## config.mk

```make
export PLATFORM = sky130hd
export DESIGN_NAME = eee_hsmooth
export DESIGN_NICKNAME = d
export VERILOG_FILES = /design/src/rtl/eee_hsmooth.sv
export SDC_FILE = /design/constraint.sdc
export NUM_CORES = 1
export LEC_CHECK = 0
export ABC_AREA = 1
export BUFFER_PORTS_ARGS = -buffer_cell sky130_fd_sc_hd__buf_2
export CELL_PAD_IN_SITES_DETAIL_PLACEMENT = 1
export CELL_PAD_IN_SITES_GLOBAL_PLACEMENT = 2
export CORE_ASPECT_RATIO = 1.25
export CORE_UTILIZATION = 31
export CTS_CLUSTER_DIAMETER = 40
export DETAILED_ROUTE_END_ITERATION = 6
export PLACE_DENSITY = 0.83
export SETUP_SLACK_MARGIN = 0.1
export SYNTH_ARGS = -nofsm -noshare
export SYNTH_HDL_FRONTEND = slang
export SYNTH_SLANG_ARGS = --single-unit
```

## constraint.sdc

```tcl
create_clock -name clk -period 2.55 [get_ports clk]
set_input_delay 0.1275 -clock clk [delete_from_list [all_inputs] [get_ports clk]]
set_output_delay 0.1275 -clock clk [all_outputs]
set_load 0.02 [all_outputs]
```

## src/rtl/eee_hsmooth.sv

```systemverilog
// eee_hsmooth: Avalon-ST video stage applying a per-channel horizontal
// 1-2-1 smoothing filter to video packets. Descriptor beats and non-video
// packets pass through unchanged. The mode conduit (1 = filter, 0 = bypass)
// is latched on every start-of-packet beat.
//
// Build option: define EEE_HSMOOTH_ROUND_EN to round half-up (+2 before the
// shift); leave it undefined for a truncating filter.
module eee_hsmooth #(
  parameter logic [10:0] IMAGE_W = 11'd640
) (
  input  logic        clk,
  input  logic        reset_n,
  input  logic [23:0] sink_data,
  input  logic        sink_valid,
  output logic        sink_ready,
  input  logic        sink_sop,
  input  logic        sink_eop,
  output logic [23:0] source_data,
  output logic        source_valid,
  input  logic        source_ready,
  output logic        source_sop,
  output logic        source_eop,
  input  logic        mode
);

`ifdef EEE_HSMOOTH_ROUND_EN
  localparam logic [9:0] RND = 10'd2;
`else
  localparam logic [9:0] RND = 10'd0;
`endif

  typedef enum logic [1:0] {
    PASS  = 2'd0,
    VIDEO = 2'd1,
    FLUSH = 2'd2
  } state_t;

  state_t      r_state;
  logic [10:0] r_x;
  logic [23:0] r_left;
  logic [23:0] r_held;
  logic        r_held_eop;
  logic        r_filt_en;

  logic [23:0] r_src_data;
  logic        r_src_valid;
  logic        r_src_sop;
  logic        r_src_eop;

  logic        w_out_free;
  logic        w_accept;
  logic        w_is_video;
  logic        w_line_end;
  logic        w_start;
  logic        w_pixel;
  logic        w_flush;
  logic [23:0] w_f_run;
  logic [23:0] w_f_flush;

  // (L + 2C + R + RND) >> 2 per 8-bit channel; 10 bits hold the worst case
  // 255*4 + 2 = 1022, so the shifted result always fits in 8 bits.
  function automatic logic [23:0] filt(input logic [23:0] l,
                                       input logic [23:0] c,
                                       input logic [23:0] r);
    logic [23:0] res;
    logic [9:0]  sum;
    res = '0;
    for (int unsigned ch = 0; ch < 3; ch++) begin
      sum = {2'b00, l[8*ch +: 8]} + {1'b0, c[8*ch +: 8], 1'b0}
          + {2'b00, r[8*ch +: 8]} + RND;
      res[8*ch +: 8] = sum[9:2];
    end
    return res;
  endfunction

  assign w_out_free = ~r_src_valid | source_ready;
  assign sink_ready = w_out_free & (r_state != FLUSH);
  assign w_accept   = sink_valid & sink_ready;
  assign w_is_video = (sink_data[3:0] == 4'd0);
  assign w_line_end = (r_x == IMAGE_W - 11'd1) | sink_eop;

  // Any accepted beat in PASS, or an sop beat in VIDEO (truncated frame),
  // is forwarded unchanged; a non-sop beat in VIDEO is a pixel.
  assign w_start = w_accept & ((r_state == PASS) | sink_sop);
  assign w_pixel = w_accept & ~sink_sop & (r_state == VIDEO) & r_filt_en;
  assign w_flush = (r_state == FLUSH) & w_out_free;

  assign w_f_run   = filt(r_left, r_held, sink_data);
  assign w_f_flush = filt(r_left, r_held, r_held);

  assign source_data  = r_src_data;
  assign source_valid = r_src_valid;
  assign source_sop   = r_src_sop;
  assign source_eop   = r_src_eop;

  // Control FSM, line buffer (left/held pixels) and output register.
  always_ff @(posedge clk or negedge reset_n) begin
    if (!reset_n) begin
      r_state     <= PASS;
      r_x         <= '0;
      r_left      <= '0;
      r_held      <= '0;
      r_held_eop  <= 1'b0;
      r_filt_en   <= 1'b0;
      r_src_data  <= '0;
      r_src_valid <= 1'b0;
      r_src_sop   <= 1'b0;
      r_src_eop   <= 1'b0;
    end else begin
      // A consumed or empty output slot goes empty unless refilled below.
      if (w_out_free) begin
        r_src_valid <= 1'b0;
      end

      if (w_start) begin
        r_src_data  <= sink_data;
        r_src_valid <= 1'b1;
        r_src_sop   <= sink_sop;
        r_src_eop   <= sink_eop;
        if (sink_sop) begin
          // A new packet discards whatever pixel was held from a cut frame.
          r_filt_en <= mode;
          r_x       <= '0;
          r_state   <= (w_is_video & mode) ? VIDEO : PASS;
        end
      end else if (w_pixel) begin
        if (r_x != '0) begin
          r_src_data  <= w_f_run;
          r_src_valid <= 1'b1;
          r_src_sop   <= 1'b0;
          r_src_eop   <= 1'b0;
          r_left      <= r_held;
        end else begin
          // First pixel of a line replicates itself as the left neighbour.
          r_left <= sink_data;
        end
        r_held <= sink_data;
        if (w_line_end) begin
          // x restarts at 0 both on the natural wrap and on an early eop.
          r_state    <= FLUSH;
          r_held_eop <= sink_eop;
          r_x        <= '0;
        end else begin
          r_x <= r_x + 11'd1;
        end
      end else if (w_flush) begin
        // Last pixel of the line: right neighbour replicated.
        r_src_data  <= w_f_flush;
        r_src_valid <= 1'b1;
        r_src_sop   <= 1'b0;
        r_src_eop   <= r_held_eop;
        r_x         <= '0;
        r_state     <= r_held_eop ? PASS : VIDEO;
      end
    end
  end

endmodule

```

==> run_results.csv <==
group,metric,value,unit
floorplanning,die_x,132,um
timing,tightest_slew,0.663,ns
worst_setup_path,critPathBufInv,2,
layout,fillers,2522,
clocking,clockBufferDepth,2,
clocking,clock-sinks,90,
route,via_per_inst,4.96,
floorplanning,die_y,164,um
global_route,gr-total-overflow,0,
layout,drive_gt1_share,36.4,%
layout,num_antenna_cells,0,
clocking,cts_htree_levels,3,
yosys,synth_top_family_by_area,"simple AND/OR/NAND/NOR gates",
timing,max_freq,379,MHz
floorplanning,row_count,58,
clocking,cts_tree,"yes",
layout,layout.nets,1187,
route,route.vias.total,6869,
clocking,cts_inserted_buffers,9,
hold_path,holdCritPathClass,"in -> reg",
floorplanning,core,0.0203,mm2
floorplanning,die-area,0.0216,mm2
global_route,antenna_found_initial,0,
yosys,ys_warn_count,0,
yosys,synth_cell_types,51,
yosys,synth-simple-area-share,28.8,%
route,ant_nets,0,
global_route,track_usage,20.9,%
worst_setup_path,cpLargestDelayFamily,"adder cells",
worst_setup_path,cp-end-kind,"flop",
yosys,async_flop_share,100,%
worst_setup_path,slowest_delay,0.39,ns
yosys,synthMuxAreaShare,0.173,%
worst_setup_path,required,2.80,ns
clocking,clock_latency,0.36,ns
yosys,avgSynthCellArea,7.08,um2
place,io_buffers,58,
route,route.detailed.wl_per_inst,16.6,um
worst_setup_path,critPathLaunchType,"flop",
outcome,status,"complete, but fails checks",
floorplanning,io_pins,59,
yosys,yosys_most_used_dff,"dfrtp_1",
timing,drv_slew,0,
floorplanning,initial_core_util,32.0,%
run,drv_cap,0,
worst_setup_path,arrival,2.89,ns
clocking,root_buffer,"clkbuf_16",
yosys,synth-compound-area-share,15.0,%
yosys,netlist_area,0.00651,mm2
route,wl,23000,um
timing,post-route-period-util,103,%
global_route,grt_pass1_vias,7320,
yosys,synthAdderAreaFrac,9.38,%
place,post-dp-hpwl,14500,um
timing,setup_violations,8,
place,routabilityCongestion,0.812,
timing,setup_slack,-0.0873,ns
yosys,synth_edf_count,0,
yosys,ys_seq_area_share,34.6,%
place,dp_slack,-0.146,ns
timing,clock_skew,0.0111,ns
worst_setup_path,cpMaxStageDelayCell,"dfrtp_1",
global_route,grt_pass1_wl,36000,um
worst_setup_path,crit_cells,18,
layout,area_delta_synth_final,45.8,%
timing,period_needed,2.64,ns
hold_path,whs_path_depth,3,
worst_setup_path,cp_cell_sequence,"ha_2 -> fa_2 -> nand3_2 -> nand2_2 -> nand2_2 -> nand2_2 -> a21oi_2 -> xor2_1 -> inv_1 -> ha_4 -> inv_6 -> nor2_4 -> o21ai_2 -> nand2_1 -> nand2_1 -> nand3_1 -> nand2_1 -> nand2_1",
timing,finalHoldViolCount,0,
outcome,violations,"negative setup slack",
clocking,clkSlewWorstSetupHoldPaths,0.08,ns
layout,fin_util,46.7,%
yosys,synth_nets,998,
route,drcViolationCount,0,
yosys,synth-xor-area-share,2.96,%
worst_setup_path,crit_type,"reg -> reg",
timing,rsz0062_at_grt,"true",
yosys,synth_cells,920,
route,dr.pass1.iters,4,
global_route,grt_max_degree,49,
route,drtIter0Drc,195,
yosys,synth-seq-cells,90,
worst_setup_path,crit_fanout,4,
timing,timing.slew.headroom,55.8,%
worst_setup_path,crit_top_cell,"nand2_1",
worst_setup_path,worst-r2r-cell-count,18,
-- per-stage QoR --
step / hold slack, ns / setup TNS (ns) / instance area (um2) / std cells
after global routing: 0.0370 / -2.76 / 9490 / 1384
after detailed placement: 0.206 / -0.740 / 7710 / 1305
after global placement: 0.208 / -0.163 / 7710 / 1305
final: 0.0167 / -0.332 / 9490 / 1384
after floorplan: -0.168 / 0 / 6550 / 920
after CTS: 0.0138 / -0.122 / 8790 / 1359
-- final cells by class --
class	instances	area (um2)	area share [%]
clock buffers	11	243	2.56
flip-flops and latches	90	2250	23.7
well taps	270	338	3.56
clock inverters	5	43.8	0.461
repair buffers	204	1580	16.7
multi-input cells	684	4570	48.1
inverters	120	465	4.90
-- sequential cells by signal, summed over array words and instances (netlist names) --
register      count
source_valid      1
source_data      24
r_filt_en         1
r_held           24
r_x              11
r_held_eop        1
source_eop        1
source_sop        1
r_state           2
r_left           24
-- synth_stat cells, types with 3 or more instances --
master | instances | share of area, %
a21o_1 | 3 | 0.35
a21oi_1 | 65 | 5.0
buf_1 | 3 | 0.17
buf_2 | 7 | 0.54
clkbuf_1 | 13 | 0.75
dfrtp_1 | 90 | 35
fa_1 | 3 | 0.92
ha_1 | 44 | 8.5
inv_1 | 115 | 6.6
inv_2 | 3 | 0.17
nand2_1 | 291 | 17
nand2_2 | 8 | 0.77
nand3_1 | 57 | 4.4
nand4_1 | 10 | 0.96
nor2_1 | 43 | 2.5
nor3_1 | 6 | 0.46
o211ai_1 | 3 | 0.35
o21ai_0 | 88 | 6.8
xnor2_1 | 7 | 0.94
xor2_1 | 15 | 2.0
-- worst register-to-register path: stages, from the launching register on --
cell     delay, ns
dfrtp_1       0.39
ha_2          0.21
fa_2          0.35
nand3_2       0.10
nand2_2       0.07
nand2_2       0.08
nand2_2       0.05
a21oi_2       0.15
xor2_1        0.19
inv_1         0.10
ha_4          0.26
inv_6         0.07
nor2_4        0.03
o21ai_2       0.15
nand2_1       0.07
nand2_1       0.06
nand3_1       0.06
nand2_1       0.07
nand2_1       0.05
-- metal layers --
metal | vias to the layer above | wire length [um] | global-route usage (%)
met4 | 0 | 582 | 6.29
met1 | 3395 | 9570 | 24.4
met3 | 37 | 539 | 2.65
met5 | - | 0 | 0
li1 | 3359 | - | -
met2 | 78 | 12300 | 39.7
-- placed cells by master, fill, tap and decap left out, types with 5 or more instances in the layout --
master and n:
nor2_4 6, inv_1 102, nor2_2 10, nand2_4 12
a21oi_1 45, a21oi_2 18, nand2_1 257, o21ai_2 14
nand2_2 31, buf_12 6, xor2_1 13, clkbuf_16 10
buf_2 57, buf_6 14, dfrtp_1 89, buf_4 120
ha_4 19, xnor2_1 5, inv_2 13, nand3_2 21
o21ai_0 61, inv_6 6, o21ai_4 11, nor2_1 31
nand4_1 10, ha_1 21, nand3_1 38, o21ai_1 8
-- worst paths after layout --
kind                            startpoint              end  slack (ns)
max                             r_held[16]  source_data[23]       -0.09
min                          sink_data[23]       r_held[23]        0.02
max reg2reg                     r_held[16]  source_data[23]       -0.09
min reg2reg                source_data[21]  source_data[21]        0.47
max in group asynchronous          reset_n        r_held[7]        1.53
min in group asynchronous          reset_n       r_held[20]        0.34
-- logic make-up after synthesis --
family	Yosys count
and+or+nand+nor	434
AOI/OAI and AO/OA	179
buffers and inverters	147
DFF	90
adders and majority gates	47
xor gates and xnor gates	22
muxes	1
-- timing repair --
item,4_1_cts,5_1_grt
endpoints found under the hold margin,46,0
gates resized for setup,109,122
pin swaps,69,88
buffers inserted,36,26
hold buffers,2,0
setup endpoints to repair,18,28
cloned,2,2
Power is not shown: default switching activity piles up to over one toggle a cycle in this logic, so the estimate is an artifact.
